File: config.mk
export PLATFORM = sky130hd
export DESIGN_NAME = array_heap_unit
export DESIGN_NICKNAME = d
export VERILOG_FILES = /design/src/rtl/array_heap_pkg.sv /design/src/rtl/array_heap_free_stack.sv /design/src/rtl/array_heap_unit.sv
export SDC_FILE = /design/constraint.sdc
export NUM_CORES = 2
export LEC_CHECK = 0
export ABC_AREA = 0
export CAP_MARGIN = 10
export CORE_MARGIN = 1
export CORE_UTILIZATION = 40
export DETAILED_ROUTE_END_ITERATION = 12
export SYNTH_ARGS = -nofsm -noshare
export SYNTH_HDL_FRONTEND = slang
export SYNTH_HIERARCHICAL = 1
export SYNTH_SLANG_ARGS = --single-unit
File: constraint.sdc
create_clock -name clock -period 15.25 [get_ports clock]
set_input_delay 1.525 -clock clock [delete_from_list [all_inputs] [get_ports clock]]
set_output_delay 1.525 -clock clock [all_outputs]
set_load 0.05 [all_outputs]
File: src/rtl/array_heap_pkg.sv
// Shared types and default sizing for the array heap engine.
package array_heap_pkg;

  typedef enum logic [2:0] {
    OP_ALLOC  = 3'd0,
    OP_FREE   = 3'd1,
    OP_PUSH   = 3'd2,
    OP_POP    = 3'd3,
    OP_GET    = 3'd4,
    OP_SET    = 3'd5,
    OP_SIZE   = 3'd6,
    OP_INSERT = 3'd7
  } op_t;

  typedef enum logic [1:0] {
    IDLE  = 2'd0,
    SHIFT = 2'd1,
    RESP  = 2'd2
  } state_t;

  localparam int DEF_WIDTH   = 12;
  localparam int DEF_NAREA   = 10;
  localparam int DEF_NARRAYS = 16;

endpackage

File: src/rtl/array_heap_free_stack.sv
// LIFO of freed array ids; the most recently freed id is reused first.
module array_heap_free_stack #(
  parameter int DEPTH = 16,
  parameter int W     = 4,
  localparam int PW   = $clog2(DEPTH + 1),
  localparam int XW   = $clog2(DEPTH)
) (
  input  logic         clock,
  input  logic         reset,
  input  logic         push,
  input  logic         pop,
  input  logic [W-1:0] din,
  output logic [W-1:0] dout,
  output logic         empty,
  output logic         full
);

  logic [W-1:0]  mem [DEPTH];
  logic [PW-1:0] ftop;
  logic [PW-1:0] tm1;

  assign empty = (ftop == '0);
  assign full  = (ftop == PW'(DEPTH));
  assign tm1   = ftop - PW'(1);
  assign dout  = mem[tm1[XW-1:0]];

  always_ff @(posedge clock) begin
    if (reset) begin
      ftop <= '0;
    end else if (push && !full) begin
      ftop <= ftop + PW'(1);
    end else if (pop && !empty) begin
      ftop <= tm1;
    end
  end

  always_ff @(posedge clock) begin
    if (push && !full && !reset) begin
      mem[ftop[XW-1:0]] <= din;
    end
  end

endmodule

File: src/rtl/array_heap_unit.sv
// Array heap engine: owns heap RAM, per-array sizes and the free-id stack.
module array_heap_unit
  import array_heap_pkg::*;
#(
  parameter int WIDTH   = DEF_WIDTH,
  parameter int NAREA   = DEF_NAREA,
  parameter int NARRAYS = DEF_NARRAYS,
  localparam int AW     = $clog2(NARRAYS),
  localparam int IW     = $clog2(NAREA + 1)
) (
  input  logic             clock,
  input  logic             reset,
  input  logic             req_valid,
  output logic             req_ready,
  input  logic [2:0]       req_op,
  input  logic [AW-1:0]    req_array,
  input  logic [IW-1:0]    req_index,
  input  logic [WIDTH-1:0] req_data,
  output logic             rsp_valid,
  output logic [WIDTH-1:0] rsp_data,
  output logic             rsp_error,
  output logic [AW:0]      allocs
);

  localparam int HN  = NARRAYS * NAREA;
  localparam int HAW = $clog2(HN);
  localparam logic [AW:0]   AMAX = (AW+1)'(NARRAYS);
  localparam logic [IW-1:0] SMAX = IW'(NAREA);

  state_t state, nstate;

  logic [WIDTH-1:0] heap [HN];
  logic [IW-1:0]    size [NARRAYS];
  logic [NARRAYS-1:0] live;

  op_t           op;
  logic          acc, err, ok, grow;
  logic [IW-1:0] csize;
  logic          clive;

  logic          fs_empty, fs_full, fs_push, fs_pop;
  logic [AW-1:0] fs_top, aid;

  logic [AW-1:0]    sarr;
  logic [IW-1:0]    sidx, sj;
  logic [WIDTH-1:0] sdata;

  logic [HAW-1:0]   base, sbase, raddr, waddr;
  logic [WIDTH-1:0] rdata, wdata;
  logic             we;

  assign op    = op_t'(req_op);
  assign acc   = req_valid && req_ready;
  assign csize = size[req_array];
  assign clive = live[req_array];
  assign ok    = acc && !err;
  assign grow  = ok && (op == OP_INSERT) && (req_index < csize);
  assign aid   = fs_empty ? allocs[AW-1:0] : fs_top;
  assign base  = HAW'(req_array) * HAW'(NAREA);
  assign sbase = HAW'(sarr) * HAW'(NAREA);

  assign fs_push = ok && (op == OP_FREE);
  assign fs_pop  = ok && (op == OP_ALLOC) && !fs_empty;

  array_heap_free_stack #(
    .DEPTH (NARRAYS),
    .W     (AW)
  ) u_fs (
    .clock (clock),
    .reset (reset),
    .push  (fs_push),
    .pop   (fs_pop),
    .din   (req_array),
    .dout  (fs_top),
    .empty (fs_empty),
    .full  (fs_full)
  );

  always_comb begin
    err = 1'b0;
    case (op)
      OP_ALLOC:  err = fs_empty && (allocs == AMAX);
      OP_FREE:   err = !clive || fs_full;
      OP_PUSH:   err = !clive || (csize == SMAX);
      OP_POP:    err = !clive || (csize == '0);
      OP_GET:    err = !clive || (req_index >= csize);
      OP_SET:    err = !clive || (req_index >= SMAX);
      OP_SIZE:   err = !clive;
      OP_INSERT: err = !clive || (csize == SMAX) || (req_index > csize);
      default:   err = 1'b1;
    endcase
  end

  // One read and one write per cycle; an INSERT moves the top element on acceptance.
  always_comb begin
    raddr = base + HAW'(req_index);
    we    = 1'b0;
    waddr = base + HAW'(csize);
    wdata = req_data;
    if (state == SHIFT) begin
      raddr = sbase + HAW'(sj) - HAW'(1);
      we    = 1'b1;
      waddr = sbase + HAW'(sj);
      wdata = (sj == sidx) ? sdata : rdata;
    end else if (ok) begin
      case (op)
        OP_POP, OP_INSERT: raddr = base + HAW'(csize) - HAW'(1);
        default: ;
      endcase
      case (op)
        OP_PUSH: we = 1'b1;
        OP_SET: begin
          we    = 1'b1;
          waddr = base + HAW'(req_index);
        end
        OP_INSERT: begin
          we = 1'b1;
          if (req_index != csize) wdata = rdata;
        end
        default: ;
      endcase
    end
  end

  assign rdata = heap[raddr];

  always_ff @(posedge clock) begin
    if (we && !reset) heap[waddr] <= wdata;
  end

  always_ff @(posedge clock) begin
    if (reset) state <= IDLE;
    else       state <= nstate;
  end

  always_comb begin
    nstate = state;
    unique case (state)
      IDLE:  if (acc) nstate = grow ? SHIFT : RESP;
      SHIFT: if (sj == sidx) nstate = RESP;
      RESP:  nstate = IDLE;
      default: nstate = IDLE;
    endcase
  end

  always_comb begin
    req_ready = (state == IDLE) && !reset;
    rsp_valid = (state == RESP);
  end

  always_ff @(posedge clock) begin
    if (reset) begin
      live      <= '0;
      allocs    <= '0;
      rsp_data  <= '0;
      rsp_error <= 1'b0;
      sarr      <= '0;
      sidx      <= '0;
      sj        <= '0;
      sdata     <= '0;
      for (int i = 0; i < NARRAYS; i++) size[i] <= '0;
    end else if (state == SHIFT) begin
      if (sj == sidx) size[sarr] <= size[sarr] + IW'(1);
      else            sj <= sj - IW'(1);
    end else if (acc) begin
      rsp_error <= err;
      rsp_data  <= '0;
      if (!err) begin
        case (op)
          OP_ALLOC: begin
            live[aid] <= 1'b1;
            size[aid] <= '0;
            rsp_data  <= WIDTH'(aid);
            if (fs_empty) allocs <= allocs + (AW+1)'(1);
          end
          OP_FREE: begin
            live[req_array] <= 1'b0;
            size[req_array] <= '0;
          end
          OP_PUSH: size[req_array] <= csize + IW'(1);
          OP_POP: begin
            size[req_array] <= csize - IW'(1);
            rsp_data        <= rdata;
          end
          OP_GET: rsp_data <= rdata;
          OP_SET: begin
            if (req_index >= csize) size[req_array] <= req_index + IW'(1);
          end
          OP_SIZE: rsp_data <= WIDTH'(csize);
          OP_INSERT: begin
            if (grow) begin
              sarr  <= req_array;
              sidx  <= req_index;
              sj    <= csize - IW'(1);
              sdata <= req_data;
            end else begin
              size[req_array] <= csize + IW'(1);
            end
          end
          default: ;
        endcase
      end
    end
  end

endmodule

=== Word-level counts from Yosys, hierarchy flattened ===
Memory sizes are Yosys's and may differ from the RTL's. A register that Yosys moved wholly into a read port is not among the register bits.
Index checks and enable logic that the tools add are counted.

* Add/subtract/negate cells: 13
* Multipliers: 2
* $lt $le $gt $ge: 8
* Eq/ne operators: 18
* Multiplexer cells: 100
* Bitwise gates (word level): 9
* Reductions and logical operators: 47

{| class="wikitable"
|+ Operators with widths
! cell !! count
|-
| $mux W4 || 19
|-
| $mux W12 || 6
|-
| $mux W1 || 57
|-
| $mux W8 || 6
|-
| $pmux W12 S3 || 1
|-
| $pmux W16 S2 || 1
|-
| $add A8 B4 Y8 || 3
|-
| $and A16 B16 Y16 || 1
|-
| $not A16 Y16 || 1
|-
| $or A16 B16 Y16 || 1
|-
| $sub A8 B1 Y8 const B || 2
|-
| $logic_and A1 B1 Y1 || 15
|-
| $reduce_and A5 Y1 || 3
|-
| $mul A4 B3 Y7 const B || 2
|-
| $add A4 B1 Y4 const B || 3
|-
| $eq A3 B3 Y1 const B || 4
|-
| $reduce_or A4 Y1 || 3
|-
| $add A5 B1 Y5 const B || 2
|-
| $eq A5 B5 Y1 const B || 2
|-
| $lt A4 B5 Y1 const B || 2
|-
| $mux W5 || 2
|-
| $reduce_bool A2 Y1 || 5
|-
| $demux W1 S4 || 2
|-
| $ge A4 B1 Y1 const B || 2
|-
| other kinds (31) || 52
|}

* Register bits: 65
* Memory bits (writable): 2,048
* Output and inout port bits: 20
* Logic and storage cells: 210
* Memories: 3

{| class="wikitable"
|+ Memory list
! name !! depth !! width !! rd ports !! clocked after Yosys merged registers in !! write ports !! line !! RTL
|-
| heap || 160 || 12 || 1 || 0 || 1 || array_heap_unit.sv:32 || <nowiki>logic [WIDTH-1:0] heap [HN];</nowiki>
|-
| size || 16 || 4 || 2 || 1 || 16 || array_heap_unit.sv:33 || <nowiki>logic [IW-1:0] size [NARRAYS];</nowiki>
|-
| u_fs.mem || 16 || 4 || 1 || 0 || 1 || array_heap_free_stack.sv:18 || <nowiki>logic [W-1:0] mem [DEPTH];</nowiki>
|}

=== Longest topological paths before layout ===
* Depth in word-level cells: 20
* Gate-level depth with buffers: 28
* Depth with buffers taken out: 19

=== Hierarchy ===
The synthesis kept the hierarchy.

{| class="wikitable"
|+ By module, submodules not included
! module !! instances !! cells an instance !! area an instance (um^2)
|-
| array_heap_unit || 1 || 6,155 || 85,206.7
|-
| array_heap_free_stack || 1 || 207 || 3,017.9
|}

=== Least setup slack after synthesis ===
No wires, ideal clock.

* Path kind: input -> register
* Start point: input req_array[0]
* End point: memory heap[0][9] (netlist name), data pin
* Library setup time: 1.096 ns
* Arrival: 10.759 ns
* Path slack: 3.395 ns
* Cell stages on the path: 26
* Buffers on the path: 8
* Cell sequence: buf_4 -> buf_1 -> mux4_2 -> mux4_2 -> inv_1 -> ha_1 -> nor2b_1 -> o211ai_1 -> a31oi_1 -> or3_4 -> o21bai_4 -> a32o_1 -> buf_4 -> or2_1 -> buf_2 -> buf_6 -> buf_2 -> buf_2 -> buf_2 -> nand2_1 -> nand3_1 -> nand3_1 -> a31o_2 -> o211ai_2 -> a41oi_2 -> a22oi_1

* Cells in the longest elaborated chain, start to end: 15
* Elaborated cells on any way between the ends: 31

{| class="wikitable"
|+ RTL lines
! item !! line !! RTL
|-
| start, declared || array_heap_unit.sv:16 || <nowiki>input logic [AW-1:0] req_array,</nowiki>
|-
| branches (longest 14 deep; another with $mem_v2 Z160 W12) || n/a ||
|-
| $mux W12 (*) || array_heap_unit.sv:100 || <nowiki>if (state == SHIFT) begin</nowiki>
|-
| via wdata[9] || array_heap_unit.sv:49 || <nowiki>logic [WIDTH-1:0] rdata, wdata;</nowiki>
|-
| end, declared || array_heap_unit.sv:32 ||
|}

Mark *: on every way through the listed nets, which the timed path passes. The select of a mux whose other input is x is not followed.

=== Final worst setup path ===
* Start point: input req_array[3]
* End point: memory heap[124][6] (netlist name), data pin

Same word-level chain as after synthesis.

==> results.md <==
- Status: complete, no violations
- Async set-reset flop share out of synthesis: 0%
- CP Max Fanout: 136
- Synth area leader: edfxtp_1
- Required @ worst endpoint: 15.76 ns
- Vias/cell: 5.93
- Post-synth EDFFs: 2048
- Final ANT Viol Nets: 0
- Hpwl dp: 153000 um
- Fmax: 0.0830 GHz
- Routability congestion estimate: 0.896
- Max Cap Viol: 0
- Core ar.: 0.220 mm^2
- Slew @ Worst Pin: 1.28 ns
- Wire per inst: 27.3 um
- Max Slew Vio Count: 0
- Setup Skew: 0.0435 ns
- Hold Buf Count CTS: 0
- Largest net degree at the start of global routing: 161
- Site Rows: 172
- XOR/XNOR Fraction of Synth Area: 0.447%
- Detailed Routing Iterations Pass 1: 8
- Post-placement setup slack: 2.45 ns
- Nets@finish: 6499
- R2R Path Start: size[4][1]
- Area Overhead vs Synth: 12.4%
- Mapped Area: 0.0882 mm^2
- Main combinational cell family by area after synthesis: simple AND/OR/NAND/NOR gates
- Number of synthesis warnings: 6
- CP dominant cell by count: buf_4
- GRT overflow: 0
- Die width: 472 um
- Share of post-route cells with drive strength above 1: 10.9%
- TritonCTS Sinks: 2117
- Design area: 0.0992 mm^2
- Initial Util: 40.2%
- PortBufs: 45
- RSZ-0062 raised after global routing: no
- Synth Net Count: 6431
- CTS tree: done
- Worst min path class: reg -> reg
- Clock Latency Late Sink: 0.86 ns
- Final setup fails: 0
- Final WL: 258000 um
- Yosys top cell area share: 69.7%
- Post-CTS setup buffers: 0
- Worst R2R Setup Slack: 4.60 ns
- Critical path arrival: 12.56 ns
- Crit start category: primary input
- Pwr per Cell Area: 131 mW/mm^2
- P_leak: 33.0 nW
- Final period utilization: 79.0%
- Die Footprint: 0.222 mm^2
- Register area share after synthesis: 71.3%
- Initial antenna violation count: 8
- Mux share of post-synthesis cell area: 5.85%
- Netlist cell types: 87
- Compound-Gate Fraction of Synth Area: 8.63%
- CP cell instances: clkdlybuf4s50_1, buf_4, inv_1, mux4_2, mux2_2, ha_1, nand4_1, nand3_1, a21oi_1, a211o_1, nor3_2, a32o_2, buf_4, or2_4, buf_4, buf_4, mux2i_1, a221oi_1, o21ai_0, nand3_1, or4_1, nand4_1, a22oi_2, buf_12
- R2r endpoint: heap[124][6]
- Hold worst-path end: sdata[7]
- Hold depth: 2
- Reg2reg path depth: 22
- Mapped Avg Cell Area: 13.9 um^2
- VDD IR-drop max: 0.103 mV
- Cell Area, Placed: 0.0924 mm^2
- Clock buffer count from CTS: 213
- Period minus WS final: 12.05 ns
- DRC Markers: 0
- Synth area leaders: edfxtp_1, nand2_1, mux2i_1
- Vias in the first global route: 52800
- IO Pins: 46
- Crit path kind: in -> reg
- Synth Flop Type: edfxtp_1
- Initial DRC Count: 7404
- Final WS setup: 3.20 ns
- Cells after synthesis: 6362
- Setup TNS: 0 ns
- First-pass GRT wire length: 373000 um
- Area share of fa/ha/maj cells after synthesis: 0.652%
- Resized Gates After CTS: 0
- CP max-delay cell: a22oi_2
- Hold path start: sdata[7]
- Rel. slew slack: 14.0%
- H-tree lvl count: 4
- Post-layout util: 45.2%
- CTS clk-pin slew, worst paths: 0.06 ns
- Final Hold Violating Endpoints: 0
- Synth Area in Simple Gates: 10.8%
- Root Buffer: clkbuf_16
- Synth Register Bits: 2117
- Crit path capture type: flop
- GRT Total Usage: 22.8%
- Fillers: 19200
- Die height: 472 um
- Routed vias: 56200
- Worst-case clock buffer depth: 3
- Critical Path Max Stage Delay: 1.02 ns
-- cell usage in the layout (no fill, tap or decap), drive strengths merged, types with 38 or more instances in the layout --
master	n
dfxtp	69
a32oi	66
nand3	414
mux2i	401
a21oi	366
a31oi	63
edfxtp	2048
nand2	1113
mux4	45
clkbuf	284
nor3b	48
a22oi	111
a221oi	75
and2	70
o21ai	66
ha	38
clkinv	79
a211oi	109
nor2	327
buf	233
a21o	46
clkdlybuf4s50	42
-- Yosys cell counts (10+ instances only) --
library cell and count:
a2111oi_0 14, a211o_1 36, a211oi_1 107, a21o_1 46, a21oi_1 366, a221o_1 25, a221oi_1 74, a22oi_1 111
a311oi_1 18, a31oi_1 63, a32oi_1 66, and2_1 70, and3_1 14, buf_1 34, buf_2 171, buf_4 37
clkbuf_1 172, dfxtp_1 69, edfxtp_1 2048, ha_1 38, inv_1 21, mux2_2 12, mux2i_1 401, mux4_2 45
nand2_1 1111, nand2b_1 28, nand3_1 413, nand4_1 36, nor2_1 325, nor2b_1 11, nor3_1 32, nor3b_1 48
nor4_1 14, o21ai_0 56, o21ai_1 10, o22ai_1 12, or3_1 15, xnor2_1 27, xor2_1 18
-- logic make-up (layout without fill, tap and decap cells) --
| group | count (synthesis) | count (layout) |
|---|---|---|
| other cells | 0 | 2 |
| fa+ha+maj | 43 | 43 |
| mux | 458 | 458 |
| flops | 2117 | 2117 |
| simple gates | 2160 | 2160 |
| xor+xnor | 45 | 45 |
| buf+inv | 445 | 690 |
| compound gates | 1094 | 1094 |
-- final cells by class --
type	count	area, um^2	share of cell area, %
clock inverter	109	953	0.961
tap	2871	3590	3.62
multi-input combinational	3800	23600	23.8
sequential	2117	62900	63.4
antenna	2	5.00	0.00505
timing repair buffer	276	2360	2.38
inverter	22	82.6	0.0833
clock buffer	283	5690	5.74
-- per-stage QoR --
stage | hold WS, ns | total power, W | cells
2_1_floorplan | 0.432 | 0.00742 | 6362
3_3_place_gp | 0.441 | 0.00802 | 9080
3_5_place_dp | 0.449 | 0.00803 | 9082
4_1_cts | 0.461 | 0.0130 | 9474
5_1_grt | 0.488 | 0.0133 | 9479
6_report | 0.464 | 0.0130 | 9480
-- report_power, final --
group	switching (W)	internal, W	leakage (nW)
sequential	0.00000668	0.00641	19.0
clock	0.00224	0.00281	3.24
combinational	0.00114	0.000389	10.7
total	0.00338	0.00961	33.0
-- state kept, by name, indices dropped and copies added (netlist names), named ones only --
| name | flops |
|---|---|
| u_fs/ftop | 5 |
| u_fs/mem | 64 |
| rsp_error | 1 |
| allocs | 5 |
| state | 2 |
| sj | 4 |
| rsp_data | 12 |
| size | 64 |
| heap | 1920 |
| sidx | 4 |
| sdata | 12 |
| live | 16 |
| sarr | 4 |
-- worst max-delay path, delay by kind of cell --
family | cells | cell delay (ns)
AOI/OAI and AO/OA | 6 | 2.56
adders and majority gates | 1 | 0.32
buffers and inverters | 7 | 4.22
muxes | 3 | 0.99
and+or+nand+nor | 7 | 2.57
-- routing by layer --
metal	share of wire [%]	wire length, um	track usage, %	vias to the layer above
met1	42	108000	32.5	28600
li1	-	-	-	24400
met3	9.2	23800	4.48	457
met5	0.015	39	0	-
met4	3.8	9780	8.73	6
met2	45	116000	34.3	2759
-- how the worst max path moves through the flow --
stage | startpoint | end
floorplan | req_array[0] | heap[0][9]
global placement | req_array[3] | heap[10][6]
detailed placement | req_array[3] | heap[68][3]
CTS | req_array[3] | heap[88][3]
global route | req_array[3] | heap[127][6]
finish | req_array[3] | heap[124][6]
Note: power is estimated with default switching activity, not from simulation.
